[config.mk]
export PLATFORM = sky130hd
export DESIGN_NAME = pc_unit
export DESIGN_NICKNAME = d
export VERILOG_FILES = /design/src/rtl/pc_unit_pkg.sv /design/src/rtl/pc_unit_npc_calc.sv /design/src/rtl/pc_unit.sv
export SDC_FILE = /design/constraint.sdc
export NUM_CORES = 1
export LEC_CHECK = 0
export BUFFER_PORTS_ARGS = -buffer_cell sky130_fd_sc_hd__buf_4
export CAP_MARGIN = 20
export CORE_ASPECT_RATIO = 0.8
export CORE_MARGIN = 1.5
export CORE_UTILIZATION = 40
export CTS_CLUSTER_SIZE = 25
export DETAILED_ROUTE_END_ITERATION = 8
export HOLD_SLACK_MARGIN = 0.08
export PLACE_DENSITY = 0.67
export SYNTH_ARGS = -nofsm -noshare
export SYNTH_HDL_FRONTEND = slang
export SYNTH_SLANG_ARGS = --single-unit
export TNS_END_PERCENT = 30
[constraint.sdc]
create_clock -name clk -period 4.6 [get_ports clk]
set_input_delay 0.46 -clock clk [delete_from_list [all_inputs] [get_ports clk]]
set_output_delay 0.46 -clock clk [all_outputs]
set_load 0.02 [all_outputs]
[src/rtl/pc_unit_pkg.sv]
// Shared control encodings for the program-counter unit: next-PC source
// codes, default boot/trap vectors and the two FSM state constants.
package pc_unit_pkg;

   // Next-PC source select; codes 5..7 are reserved and behave as SEQ.
   localparam logic [2:0] NPC_SEQ    = 3'd0;
   localparam logic [2:0] NPC_BRANCH = 3'd1;
   localparam logic [2:0] NPC_JUMP   = 3'd2;
   localparam logic [2:0] NPC_JR     = 3'd3;
   localparam logic [2:0] NPC_ERET   = 3'd4;

   // Default vectors, zero-extended to the configured PC width by users.
   localparam logic [31:0] PC_RESET_VEC_DEF = 32'h0000_3000;
   localparam logic [31:0] PC_EXC_VEC_DEF   = 32'h0000_4180;

   // Two-state boot sequencer encoding.
   localparam logic [0:0] ST_BOOT = 1'b0;
   localparam logic [0:0] ST_RUN  = 1'b1;

endpackage

[src/rtl/pc_unit_npc_calc.sv]
// Combinational next-PC selection and word-alignment check.
module npc_calc
   import pc_unit_pkg::*;
#(
   parameter int ADDR_W = 32
) (
   input  logic [ADDR_W-1:0] i_pc,
   input  logic [ADDR_W-1:0] i_epc,
   input  logic [2:0]        i_npc_sel,
   input  logic              i_br_taken,
   input  logic [ADDR_W-1:0] i_br_offset,
   input  logic [25:0]       i_j_index,
   input  logic [ADDR_W-1:0] i_jr_target,
   output logic [ADDR_W-1:0] o_pc_plus4,
   output logic [ADDR_W-1:0] o_npc,
   output logic              o_misaligned
);

   logic [ADDR_W-1:0] w_pc_plus4;
   logic [ADDR_W-1:0] w_br_target;
   logic [ADDR_W-1:0] w_jump_target;
   logic [ADDR_W-1:0] w_npc;

   // All sums wrap silently at ADDR_W bits.
   assign w_pc_plus4  = i_pc + ADDR_W'(4);
   assign w_br_target = w_pc_plus4 + (i_br_offset << 2);

   // Jump keeps the upper region bits of pc+4 and replaces the low 28 bits;
   // written as an overlay so ADDR_W=28 needs no empty slice.
   always_comb begin
      w_jump_target       = w_pc_plus4;
      w_jump_target[27:0] = {i_j_index, 2'b00};
   end

   // Select the normal next-PC source; reserved codes fall back to pc+4.
   always_comb begin
      w_npc = w_pc_plus4;
      case (i_npc_sel)
         NPC_BRANCH: w_npc = i_br_taken ? w_br_target : w_pc_plus4;
         NPC_JUMP:   w_npc = w_jump_target;
         NPC_JR:     w_npc = i_jr_target;
         NPC_ERET:   w_npc = i_epc;
         default:    w_npc = w_pc_plus4;
      endcase
   end

   assign o_pc_plus4   = w_pc_plus4;
   assign o_npc        = w_npc;
   assign o_misaligned = |w_npc[1:0];

endmodule

[src/rtl/pc_unit.sv]
// Program-counter unit: boot sequencer, pc/epc registers, trap redirect
// and misaligned-target detection for a multi-cycle controller.
module pc_unit
   import pc_unit_pkg::*;
#(
   parameter int                ADDR_W    = 32,
   parameter logic [ADDR_W-1:0] RESET_VEC = ADDR_W'(PC_RESET_VEC_DEF),
   parameter logic [ADDR_W-1:0] EXC_VEC   = ADDR_W'(PC_EXC_VEC_DEF)
) (
   input  logic              clk,
   input  logic              rst,
   input  logic              pc_we,
   input  logic [2:0]        npc_sel,
   input  logic              br_taken,
   input  logic [ADDR_W-1:0] br_offset,
   input  logic [25:0]       j_index,
   input  logic [ADDR_W-1:0] jr_target,
   input  logic              exc_req,
   output logic [ADDR_W-1:0] pc,
   output logic [ADDR_W-1:0] pc_plus4,
   output logic [ADDR_W-1:0] epc,
   output logic              pc_valid,
   output logic              addr_err,
   output logic [0:0]        dbg_state
);

   logic [0:0]        r_state;
   logic [ADDR_W-1:0] r_pc;
   logic [ADDR_W-1:0] r_epc;
   logic              r_addr_err;
   logic [ADDR_W-1:0] w_npc;
   logic              w_misaligned;

   npc_calc #(
      .ADDR_W (ADDR_W)
   ) u_npc_calc (
      .i_pc         (r_pc),
      .i_epc        (r_epc),
      .i_npc_sel    (npc_sel),
      .i_br_taken   (br_taken),
      .i_br_offset  (br_offset),
      .i_j_index    (j_index),
      .i_jr_target  (jr_target),
      .o_pc_plus4   (pc_plus4),
      .o_npc        (w_npc),
      .o_misaligned (w_misaligned)
   );

   // Boot/run sequencing and PC update. Reset dominates every input; BOOT
   // always lasts exactly one non-reset edge and ignores pc_we. In RUN a
   // write takes, in order: exception request, misaligned target (trap plus
   // a one-cycle addr_err pulse), then the normal next-PC.
   always_ff @(posedge clk) begin
      if (!rst) begin
         r_state    <= ST_BOOT;
         r_pc       <= RESET_VEC;
         r_epc      <= '0;
         r_addr_err <= 1'b0;
      end else begin
         r_state    <= ST_RUN;
         r_addr_err <= 1'b0;
         if (r_state == ST_RUN && pc_we) begin
            if (exc_req) begin
               r_epc <= r_pc;
               r_pc  <= EXC_VEC;
            end else if (w_misaligned) begin
               r_epc      <= r_pc;
               r_pc       <= EXC_VEC;
               r_addr_err <= 1'b1;
            end else begin
               r_pc <= w_npc;
            end
         end
      end
   end

   assign pc        = r_pc;
   assign epc       = r_epc;
   assign pc_valid  = (r_state == ST_RUN);
   assign addr_err  = r_addr_err;
   assign dbg_state = r_state;

endmodule

Word level (Yosys, flattened, before mapping):

Index checks and enable logic that the tools add are counted.

* bits in registers: 66
* input bits: 98
* output and inout bits: 99

* $add $sub $neg: 2
* equality and inequality tests: 4
* mux-type cells: 8
* bitwise operators: 2
* reduce and logical (&&, ||, !) cells: 5

Operators with widths (count)
* two-way mux 32 bit: 5
* case mux 32 bit (4 select lines): 1
* adder 32 x 3 -> 32 bit, second input constant: 1
* adder 32 bit: 1
* == test 3 x 2 -> 1 bit, second input constant: 2
* == test 3 x 1 -> 1 bit, second input constant: 1
* == test 3 bit, second input constant: 1
* OR reduction 3 bit: 1
* two-way mux 1 bit: 2
* NOT 1 bit: 2
* AND reduction 2 bit: 1
* nonzero test 2 bit: 1
* OR reduction 2 bit: 1
* logical AND 1 bit: 1

Depth between registers and ports, before layout:

Gate-level depths: netlist of the first run.

* depth in word-level cells: 7
* depth in mapped cells: 18
* depth with buffers taken out: 17

By module:

A second synthesis of the first run with hierarchy kept.

* cell total of the unflattened synthesis: 699
* area total of the unflattened synthesis: 5789.3 um^2

Modules (own cells, without submodules)
* npc_calc: instances 1, cells an instance 474, area an instance 3360.7 um^2, seq. area each 0.0 um^2
* pc_unit: instances 1, cells an instance 225, area an instance 2428.6 um^2, seq. area each 1321.3 um^2

Worst setup path before layout of the first run:

No wires, ideal clock.

* kind: reg2reg
* start point: register r_pc[7], in the netlist pc[7]
* end point: register r_pc[31], in the netlist pc[31]
* setup time: 131 ps
* data arrival time: 3760 ps
* slack: 709 ps
* cell stages (with the launch flop): 18
* path buffers: 1
* period minus slack after synthesis: 3891 ps
* path through: dfxtp_1 -> and4_1 -> and4_1 -> nand3_1 -> nor2_1 -> nand3_1 -> xnor2_1 -> ha_1 -> clkbuf_1 -> a21o_1 -> a21o_1 -> a21o_1 -> a31o_2 -> a31oi_1 -> nand4_1 -> o311ai_1 -> xnor2_1 -> o22ai_1

* word-level cells in the longest chain between the ends: 6

RTL lines
* start, declared: RTL line pc_unit.sv:28 `logic [ADDR_W-1:0] r_pc;`
* start signal, assigned: RTL line pc_unit.sv:71 `r_pc <= w_npc;`
* adder 32 x 3 -> 32 bit: RTL line pc_unit_npc_calc.sv:25 `assign w_pc_plus4 = i_pc + ADDR_W'(4);`
* net pc_plus4[20]: RTL line pc_unit.sv:20 `output logic [ADDR_W-1:0] pc_plus4,`
* adder 32 bit: RTL line pc_unit_npc_calc.sv:26 `assign w_br_target = w_pc_plus4 + (i_br_offset << 2);`
* two-way mux 32 bit: RTL line pc_unit_npc_calc.sv:39 `NPC_BRANCH: w_npc = i_br_taken ? w_br_target : w_pc_plus4;`
* case mux 32 bit (4 select lines): RTL line pc_unit_npc_calc.sv:38 `case (i_npc_sel)`
* two-way mux 32 bit: RTL line pc_unit.sv:66 `end else if (w_misaligned) begin`
* two-way mux 32 bit: RTL line pc_unit.sv:63 `if (exc_req) begin`

The timed path passes the listed nets, and every way through them passes these cells.
A chain may end at the register's enable or synchronous reset.

Final worst setup path of the first run:

* start point: register r_pc[4], in the netlist pc[4]
* end point: register r_pc[31], in the netlist pc[31]

* word-level cells in the longest chain between the ends: 6

RTL lines (RTL line)
* adder 32 x 3 -> 32 bit *: pc_unit_npc_calc.sv:25
* adder 32 bit: pc_unit_npc_calc.sv:26
* two-way mux 32 bit: pc_unit_npc_calc.sv:39
* case mux 32 bit (4 select lines) *: pc_unit_npc_calc.sv:38
* two-way mux 32 bit *: pc_unit.sv:66
* two-way mux 32 bit *: pc_unit.sv:63

Mark *: on every way between the ends. The rest lies on a longest branch, timed or not.

==> results of run 1 <==
## worst max-delay path: cells and delay by family, from the launching register on
| family | cells | cell delay (ps) |
|---|---|---|
| adders and majority gates | 1 | 360 |
| AOI/OAI and AO/OA | 6 | 1180 |
| DFF | 1 | 470 |
| xor gates and xnor gates | 2 | 530 |
| and+or+nand+nor | 6 | 1480 |
## through the flow
step | utilization (%) | setup slack (ps) | hold WS [ps]
floorplan | - | 709 | 488
global placement | 53.7 | 619 | 463
detailed placement | 53.7 | 558 | 467
CTS | 56.1 | 537 | 296
global route | 56.1 | 232 | 306
finish | 56.1 | 458 | 298
## placed cells by master (no fill, tap or decap), types with 13 or more instances in the layout
cell	count
buf_4	207
inv_1	16
o21ai_0	47
dfxtp_1	66
ha_1	37
nor2_1	66
xor2_1	19
nand2_1	115
a21o_1	13
nand3_1	25
a21oi_1	82
xnor2_1	33
a22oi_1	37
## registers in the layout, indices dropped and copies added, names as in the netlist
name	flops
dbg_state	1
addr_err	1
pc	32
epc	32
## report_power, final
group / switching (mW) / internal (mW)
sequential: 0.0158 / 0.581
clock: 0.272 / 0.473
combinational: 0.218 / 0.161
## worst max path at each step
stage	endpoint	depth (start not counted)	startpoint	slack [ps]
after floorplan	pc[31]$_SDFFE_PN0P_	17	pc[7]$_SDFFE_PN0P_	710
after global placement	pc[31]$_SDFFE_PN0P_	15	pc[4]$_SDFFE_PN0P_	620
after detailed placement	pc[31]$_SDFFE_PN0P_	15	pc[4]$_SDFFE_PN0P_	560
after CTS	pc[31]$_SDFFE_PN0P_	15	pc[4]$_SDFFE_PN0P_	540
after global routing	pc[31]$_SDFFE_PN0P_	15	pc[4]$_SDFFE_PN0P_	230
final	pc[31]$_SDFFE_PN0P_	15	pc[4]$_SDFFE_PN0P_	460
## per-layer routing
layer	wire length [um]	global-route usage (%)	vias to the layer above
li1	-	-	3096
met4	463	8.15	0
met3	2140	7.63	34
met5	0	0	-
met2	9480	45.7	323
met1	9040	37.9	2979
## cell type report
cell class / instances / area [um^2]
clock buffers: 9 / 225
well taps: 175 / 219
flip-flops and latches: 66 / 1320
repair buffers: 207 / 1550
clock inverters: 7 / 93.8
inverters: 17 / 63.8
multi-input cells: 626 / 3870
fillers: 1316 / 5750
## logic make-up after synthesis
group	synth area share, %
xor gates and xnor gates	8.35
AOI/OAI and AO/OA	30.9
buffers and inverters	4.82
and+or+nand+nor	22.6
DFF	24.2
adders and majority gates	8.86
muxes	0.184
==> impl_results.rst, run 1 <==
.. list-table::
   :header-rows: 1

   * - Metric
     - Value
   * - Via density per instance
     - 5.81
   * - Kind of critical path
     - reg -> reg
   * - Placement Cell Area
     - 0.00703 mm^2
   * - Clk_lat worst skew
     - 340 ps
   * - Setup TNS
     - 0 ps
   * - Die Span X
     - 134 um
   * - Pwr Total
     - 1.72 mW
   * - Number of antenna violations at the first check in global routing
     - 0
   * - Hold Path Stages
     - 2
   * - Cell count after placement
     - 1091
   * - Slowest library cell on the worst path
     - dfxtp_1
   * - Setup bufs post-CTS
     - 0
   * - Fin. max-slew vios
     - 0
   * - Clock sink count
     - 66
   * - Critical Path AT
     - 4360 ps
   * - Source of the worst register-to-register timing path
     - pc[4]$_SDFFE_PN0P_
   * - GR Util All Layers
     - 28.6%
   * - Setup crit end kind
     - register
   * - Syn Inst Count
     - 757
   * - Gp weighted congestion
     - 0.878
   * - Die outline area
     - 0.0143 mm^2
   * - Endpoint with the worst hold slack
     - addr_err$_SDFF_PP0_
   * - Hold_sp
     - exc_req
   * - Final instance area
     - 0.00735 mm^2
   * - Ordered cell list for the critical path
     - nand3_1, nor2_1, nand3_1, nor2_1, and4_1, xor2_1, ha_1, a21o_1, a21o_1, a31o_2, a31oi_1, nand4_1, o311ai_1, xnor2_1, o22ai_1
   * - Vias in the first global route
     - 5792
   * - Sequential-to-total area share from yosys stat
     - 24.2%
   * - Overall via count from detail_route
     - 6432
   * - DRT antenna net count
     - 0
   * - Number of different library cells in the post-synthesis netlist
     - 56
   * - Final Hold Viols
     - 0
   * - N_diodes
     - 0
   * - Fraction of registers with async set/reset
     - 0%
   * - Number of buffers inserted by port buffering
     - 194
   * - Number of buffers inserted by hold repair at cts
     - 0
   * - Synth Register Bits
     - 66
   * - Net count reported at finish
     - 1063
   * - Delay of the slowest cell on the worst path
     - 470 ps
   * - Slack of the worst reg-to-reg path
     - 460 ps
   * - Tightest Pin Transition
     - 1010 ps
   * - Post-DP HPWL
     - 15700 um
   * - Total wire length after detailed routing
     - 21100 um
   * - Most frequent cell after synthesis
     - nand2_1
   * - Final cell count without fillers
     - 1107
   * - Unrepaired setup endpoints after global routing
     - false
   * - Leakage power summed over all cells
     - 3.27 nW
   * - Category of the worst setup path launch point
     - register
   * - Final min period
     - 4140 ps
   * - Clock tree from TritonCTS
     - done
   * - Pwr per Cell Area
     - 234 mW/mm^2
   * - Number of cells on the worst reg-to-reg path
     - 15
   * - Worst supply voltage drop on vdd
     - 0.186 mV
   * - Worst slew margin relative to its limit
     - 32.1%
   * - Setup violators final
     - 0
   * - Post-Synthesis Cell Area
     - 0.00545 mm^2
   * - Yosys warning count
     - 0
   * - CP max FO
     - 7
   * - Count of cells resized by post-cts repair
     - 0
   * - TritonCTS Buffers
     - 9
   * - Cell types occupying the most area after synthesis
     - dfxtp_1, ha_1, nand2_1
   * - Synthesis-to-layout area growth
     - 34.8%
   * - Share of the clock period used by the worst path after layout
     - 90.1%
   * - Number of levels in the clock H-tree
     - 3
   * - Area share of the largest cell type after synthesis
     - 24.2%
   * - Maximum buffer depth of the clock tree
     - 2
   * - FP Rows
     - 37
   * - Master cell of the clock root buffer
     - clkbuf_16
   * - Largest area contributor in the synthesized netlist
     - dfxtp_1
   * - Number of ports placed on the die boundary
     - 197
   * - Number of nets in the synthesized netlist
     - 893
   * - # DRC
     - 0
   * - Required time of the critical path
     - 4820 ps
   * - Maximum number of pins on one net before global-route repair
     - 37
   * - Clock tree skew after final layout
     - 11.4 ps
   * - Endpoint of the worst-slack reg-to-reg timing path
     - pc[31]$_SDFFE_PN0P_
   * - Number of enable flip-flop cells after synthesis
     - 0
   * - Iteration count of the initial detailed-routing pass
     - 5
   * - Max Freq
     - 241 MHz
   * - Clock transition at path regs
     - 60 ps
   * - Most used flip-flop cell after synthesis
     - dfxtp_1
   * - Initial cell density of the core
     - 41.6%
   * - Mean Syn Cell Area
     - 7.20 um^2
   * - First-pass GRT wire length
     - 31800 um
   * - Mean routed wirelength per cell
     - 19.1 um
   * - Class of the worst hold path
     - in -> reg
   * - Fraction of final layout cells with drive strength greater than 1
     - 24.8%
   * - Core area
     - 0.0131 mm^2
   * - Number of DRC markers in iteration 0
     - 551
   * - Die height
     - 107 um
   * - Max_cap viols
     - 0
   * - Total grt overflow
     - 0
   * - List of most frequent post-synthesis cells
     - nand2_1, a21oi_1, dfxtp_1, nor2_1, o21ai_0
   * - Outcome
     - finished, final reports clean
(Power assumes the default switching activity.)
==> run 2, diff against run 1 <==
Clock period 4.6 ns to 5.1 ns, I/O delays scaled along.
==> run 2 against run 1 <==
  * Critical endpoint unchanged
  * Combinational power down 9.8%
  * Cell count down 0.54%
  * Clock power down 12%
  * Total power down 11%
  * Worst hold slack better by 58 ps
  * Critical path depth up 3
  * Highest routed layer unchanged
  * Critical path type unchanged
  * Count of clock-buffer cells in the layout up 2
==> impl_results.rst, run 2 (same netlist as run 1, synthesis figures left out) <==
.. list-table::
   :header-rows: 1

   * - Metric
     - Value
   * - Die outline area
     - 0.0143 mm^2
   * - Fraction of final layout cells with drive strength greater than 1
     - 24.2%
   * - Max_cap viols
     - 0
   * - TritonCTS Buffers
     - 9
   * - Vias in the first global route
     - 5793
   * - Clk_lat worst skew
     - 330 ps
   * - GR Util All Layers
     - 29.1%
   * - Number of buffers inserted by port buffering
     - 194
   * - Class of the worst hold path
     - in -> reg
   * - Maximum number of pins on one net before global-route repair
     - 37
   * - Number of buffers inserted by hold repair at cts
     - 0
   * - Worst slew margin relative to its limit
     - 36.4%
   * - Required time of the critical path
     - 5300 ps
   * - DRT antenna net count
     - 0
   * - Setup violators final
     - 0
   * - Number of antenna violations at the first check in global routing
     - 0
   * - Number of levels in the clock H-tree
     - 3
   * - Overall via count from detail_route
     - 6459
   * - Clock tree from TritonCTS
     - done
   * - Fill cell total of the finished layout
     - 1308
   * - Tightest hold margin
     - 356 ps
   * - Final Hold Viols
     - 0
   * - Number of ports placed on the die boundary
     - 197
   * - Ordered cell list for the critical path
     - ha_1, inv_1, nor2_1, nand3_1, nor2_1, nand3_1, xnor2_1, buf_4, ha_1, a21o_1, a21o_1, a21o_1, a31o_2, a31oi_1, nand4_1, o311ai_1, xnor2_1, o22ai_1
   * - Commonest cells after routing, fill and taps aside
     - buf_4, nand2_1, a21oi_1
   * - Critical path startpoint
     - pc[2]$_SDFFE_PN0P_
   * - Die height
     - 107 um
   * - Unrepaired setup endpoints after global routing
     - false
   * - Leakage power summed over all cells
     - 3.25 nW
   * - Most common cell after layout, fill and taps aside
     - buf_4
   * - Family with the most delay on the worst path
     - compound AO/OA/AOI/OAI gates
   * - Number of DRC markers in iteration 0
     - 541
   * - Final worst setup slack
     - 833 ps
   * - Core area
     - 0.0131 mm^2
   * - Die Span X
     - 134 um
   * - Iteration count of the initial detailed-routing pass
     - 5
   * - Final min period
     - 4270 ps
   * - Delay of the slowest cell on the worst path
     - 480 ps
   * - Clock tree skew after final layout
     - 7.98 ps
   * - Via density per instance
     - 5.87
   * - Crit path top cell by count
     - a21o_1
   * - Fin. max-slew vios
     - 0
   * - Setup crit end kind
     - register
   * - Total grt overflow
     - 0
   * - Slowest library cell on the worst path
     - dfxtp_1
   * - Maximum buffer depth of the clock tree
     - 2
   * - Outcome
     - finished, final reports clean
   * - Gp weighted congestion
     - 0.925
   * - FP Rows
     - 37
   * - Setup bufs post-CTS
     - 0
   * - Mean routed wirelength per cell
     - 19.4 um
   * - Share of the clock period used by the worst path after layout
     - 83.7%
   * - Synthesis-to-layout area growth
     - 34.1%
   * - CP max FO
     - 8
   * - Category of the worst setup path launch point
     - register
   * - Clock transition at path regs
     - 50 ps
   * - Initial cell density of the core
     - 41.6%
   * - First-pass GRT wire length
     - 32400 um
   * - Pwr per Cell Area
     - 211 mW/mm^2
   * - Kind of critical path
     - reg -> reg
   * - Placement Setup Slack
     - 938 ps
   * - Critical Path AT
     - 4470 ps
   * - Hold_sp
     - exc_req
   * - Count of cells resized by post-cts repair
     - 0
   * - Max Freq
     - 234 MHz
   * - Master cell of the clock root buffer
     - clkbuf_16
   * - Setup TNS
     - 0 ps
   * - N_diodes
     - 0
   * - Post-DP HPWL
     - 15600 um
   * - Total wire length after detailed routing
     - 21400 um
   * - Worst supply voltage drop on vdd
     - 0.152 mV
   * - Source of the worst register-to-register timing path
     - pc[2]$_SDFFE_PN0P_
   * - Crit path buffers/inverters
     - 2
   * - Net count reported at finish
     - 1059
   * - Tightest Pin Transition
     - 951 ps
   * - Clock sink count
     - 66
   * - # DRC
     - 0
==> run 2: changes by cell type in the layout (fill, tap and decap cells not counted) <==
cell        previous run  this run
clkinvlp_4             2         0
clkinv_4               1         0
buf_4                207       203
clkinv_2               2         1
clkbuf_8               0         1
clkbuf_1               0         1
==> run 2: per-stage QoR <==
step	instances	area [um^2]	power (mW)	utilization [%]
CTS	1101	7310	1.54	55.8
global placement	1087	7000	0.885	53.4
detailed placement	1087	7000	0.884	53.4
finish	1101	7310	1.54	55.8
floorplan	757	5450	0.739	-
global route	1101	7310	1.59	55.8
==> run 2: path summary, 6_finish.rpt <==
check                           slack (ps)                   end  depth (start not counted)
worst min register to register         470  epc[29]$_SDFFE_PN0P_                          2
worst max-delay path                   830   pc[31]$_SDFFE_PN0P_                         18
worst max register to register         830   pc[31]$_SDFFE_PN0P_                         18
worst min-delay path                   360   addr_err$_SDFF_PP0_                          2
==> run 2: routing by layer <==
layer,GRT usage [%],part of all wire [%],vias to the layer above
met5,0,0,-
met4,9.08,2.5,0
met3,6.64,9.4,38
met2,46.2,45,329
met1,39.1,44,3004
li1,-,-,3088
==> run 2: final cells by class <==
cell class	count	area (um^2)	area share, %
Clock buffer	11	243	3.32
Clock inverter	3	65.1	0.890
Inverter	17	63.8	0.873
Multi-Input combinational cell	626	3870	53.0
Sequential cell	66	1320	18.1
Tap cell	175	219	3.00
Timing Repair Buffer	203	1520	20.8
==> run 2: report_power, final <==
part | internal, mW | leakage (nW) | total [mW] | switching [mW]
sequential | 0.524 | 0.534 | 0.538 | 0.0144
combinational | 0.144 | 2.57 | 0.342 | 0.198
clock | 0.435 | 0.151 | 0.659 | 0.224
==> run 3, diff against run 2 <==
Clock period 5.1 ns to 4 ns, I/O delays scaled along.
==> run 3 against run 2 <==
  * Global-route usage grew 0.52 points
  * Critical path depth grew 1
  * Combinational power grew 35%
  * Largest cell class unchanged
==> impl_results.rst, run 3 (same netlist as run 1, synthesis figures left out) <==
.. list-table::
   :header-rows: 1

   * - Metric
     - Value
   * - Unrepaired setup endpoints after global routing
     - false
   * - Int Power
     - 1.30 mW
   * - Fill cell total of the finished layout
     - 1323
   * - Source of the worst register-to-register timing path
     - pc[3]$_SDFFE_PN0P_
   * - Part of the power in registers
     - 36.5%
   * - Clock tree skew after final layout
     - 8.04 ps
   * - Switching part of the total
     - 30.2%
   * - Hold_sp
     - exc_req
   * - Total grt overflow
     - 0
   * - Vias in the first global route
     - 6066
   * - Setup bufs post-CTS
     - 0
   * - Worst supply voltage drop on vdd
     - 0.213 mV
   * - Via density per instance
     - 5.80
   * - Final Util
     - 57.7%
   * - Gp weighted congestion
     - 0.912
   * - Net count reported at finish
     - 1098
   * - Commonest cells after routing, fill and taps aside
     - buf_4, nand2_1, a21oi_1
   * - Max Freq
     - 264 MHz
   * - Class of the worst hold path
     - in -> reg
   * - Maximum number of pins on one net before global-route repair
     - 37
   * - Relative contribution of combinational cells to total power
     - 24.8%
   * - Clk_lat worst skew
     - 340 ps
   * - Endpoint of the worst-slack reg-to-reg timing path
     - pc[31]$_SDFFE_PN0P_
   * - Die Span X
     - 134 um
   * - Maximum buffer depth of the clock tree
     - 2
   * - Synthesis-to-layout area growth
     - 38.6%
   * - Psw
     - 0.564 mW
   * - Final Hold Viols
     - 0
   * - Category of the worst setup path launch point
     - register
   * - # DRC
     - 0
   * - Iteration count of the initial detailed-routing pass
     - 5
   * - Slack of the worst reg-to-reg path
     - 220 ps
   * - Clock transition at path regs
     - 60 ps
   * - Share of the clock period used by the worst path after layout
     - 94.5%
   * - Die height
     - 107 um
   * - Endpoint with the worst hold slack
     - addr_err$_SDFF_PP0_
   * - Leakage power summed over all cells
     - 3.43 nW
   * - FP Rows
     - 37
   * - Number of levels in the clock H-tree
     - 3
   * - Final worst setup slack
     - 219 ps
   * - Number of cells on the worst reg-to-reg path
     - 19
   * - Hold Path Stages
     - 2
   * - Clock sink count
     - 66
   * - Placement Setup Slack
     - 280 ps
   * - Kind of critical path
     - reg -> reg
   * - Mean routed wirelength per cell
     - 19.0 um
   * - Number of ports placed on the die boundary
     - 197
   * - Fraction of final layout cells with drive strength greater than 1
     - 27.2%
   * - Required time of the critical path
     - 4210 ps
   * - Max_cap viols
     - 0
   * - Number of DRC markers in iteration 0
     - 534
   * - Clock tree from TritonCTS
     - done
   * - Initial cell density of the core
     - 41.6%
   * - Overall via count from detail_route
     - 6627
   * - CP max FO
     - 6
   * - N_diodes
     - 0
   * - Number of antenna violations at the first check in global routing
     - 0
   * - Total wire length after detailed routing
     - 21700 um
   * - Setup crit end kind
     - register
   * - Fin. max-slew vios
     - 0
   * - Total area of multi-input combinational cells
     - 0.00387 mm^2
   * - Count of cells resized by post-cts repair
     - 0
   * - Die outline area
     - 0.0143 mm^2
   * - Number of buffers inserted by port buffering
     - 194
   * - Master cell of the clock root buffer
     - clkbuf_16
   * - Critical path startpoint
     - pc[3]$_SDFFE_PN0P_
   * - First-pass GRT wire length
     - 32900 um
   * - Final min period
     - 3780 ps
   * - Post-DP HPWL
     - 16400 um
   * - GR Util All Layers
     - 29.6%
   * - Most common cell after layout, fill and taps aside
     - buf_4
   * - Pwr per Cell Area
     - 247 mW/mm^2
   * - DRT antenna net count
     - 0
   * - Outcome
     - finished, final reports clean
   * - Setup TNS
     - 0 ps
   * - Worst slew margin relative to its limit
     - 31.2%
   * - Number of buffers inserted by hold repair at cts
     - 0
   * - Reg area
     - 0.00132 mm^2
   * - TritonCTS Buffers
     - 9
   * - Critical Path AT
     - 4000 ps
   * - Core area
     - 0.0131 mm^2
   * - Setup violators final
     - 0
   * - Clock network fraction of total power
     - 38.7%
   * - Tightest Pin Transition
     - 1020 ps
run 3: changes by cell type in the layout (fill, tap and decap cells not counted), sizes merged:
cell,change
bufinv,-2
clkinv,+2
buf,+39
clkbuf,+2
run 3: area by class of cell:
class                   instances  share of cell area [%]
clock buffers                  13                    3.31
clock inverters                 3                   0.199
inverters                      17                   0.844
multi-input cells             626                    51.2
flip-flops and latches         66                    17.5
well taps                     175                    2.90
repair buffers                242                    24.0
run 3: power by group through the flow:
| stage | clock [mW] | sequential, mW | combinational, mW |
|---|---|---|---|
| global placement | 0 | 0.694 | 0.451 |
| global route | 0.758 | 0.682 | 0.497 |
| CTS | 0.725 | 0.680 | 0.456 |
| detailed placement | 0 | 0.694 | 0.454 |
| floorplan | 0 | 0.706 | 0.237 |
| finish | 0.722 | 0.681 | 0.462 |
run 3: how the worst max path moves through the flow:
stage	to	slack [ps]	depth (start not counted)
2_1_floorplan	pc[31]$_SDFFE_PN0P_	110	17
3_3_place_gp	pc[31]$_SDFFE_PN0P_	360	19
3_5_place_dp	pc[31]$_SDFFE_PN0P_	280	19
4_1_cts	pc[31]$_SDFFE_PN0P_	250	19
5_1_grt	pc[31]$_SDFFE_PN0P_	40	19
6_report	pc[31]$_SDFFE_PN0P_	220	19
run 3: worst max-delay path: stages, from the launching register on:
cell and delay, ps:
dfxtp_1 420, ha_1 250, inv_1 50, nor2_1 100, buf_4 150, nand3_1 140, nor2_1 260, nand3_1 130
xnor2_1 280, ha_1 300, a21o_1 170, a21o_1 180, a21o_1 190, a31o_2 240, a31oi_1 180, buf_4 170
nand4_1 80, o311ai_1 100, xnor2_1 170, o22ai_1 100
run 3: metal layers:
layer	vias to the layer above	GRT usage (%)	share of wire (%)	routed length [um]
met5	-	0	0	0
met4	0	10.4	3.1	663
met3	50	6.69	9.3	2010
met2	326	47.6	44	9640
met1	3087	39.0	43	9380
li1	3164	-	-	-
run 3: through the flow:
step                hold WS [ps]  instance area [um^2]  std cells  power [mW]
finish                       241                  7560       1142        1.86
global route                 251                  7560       1142        1.94
CTS                          237                  7560       1142        1.86
detailed placement           462                  7290       1126        1.15
global placement             462                  7290       1126        1.15
floorplan                    428                  5450        757       0.942
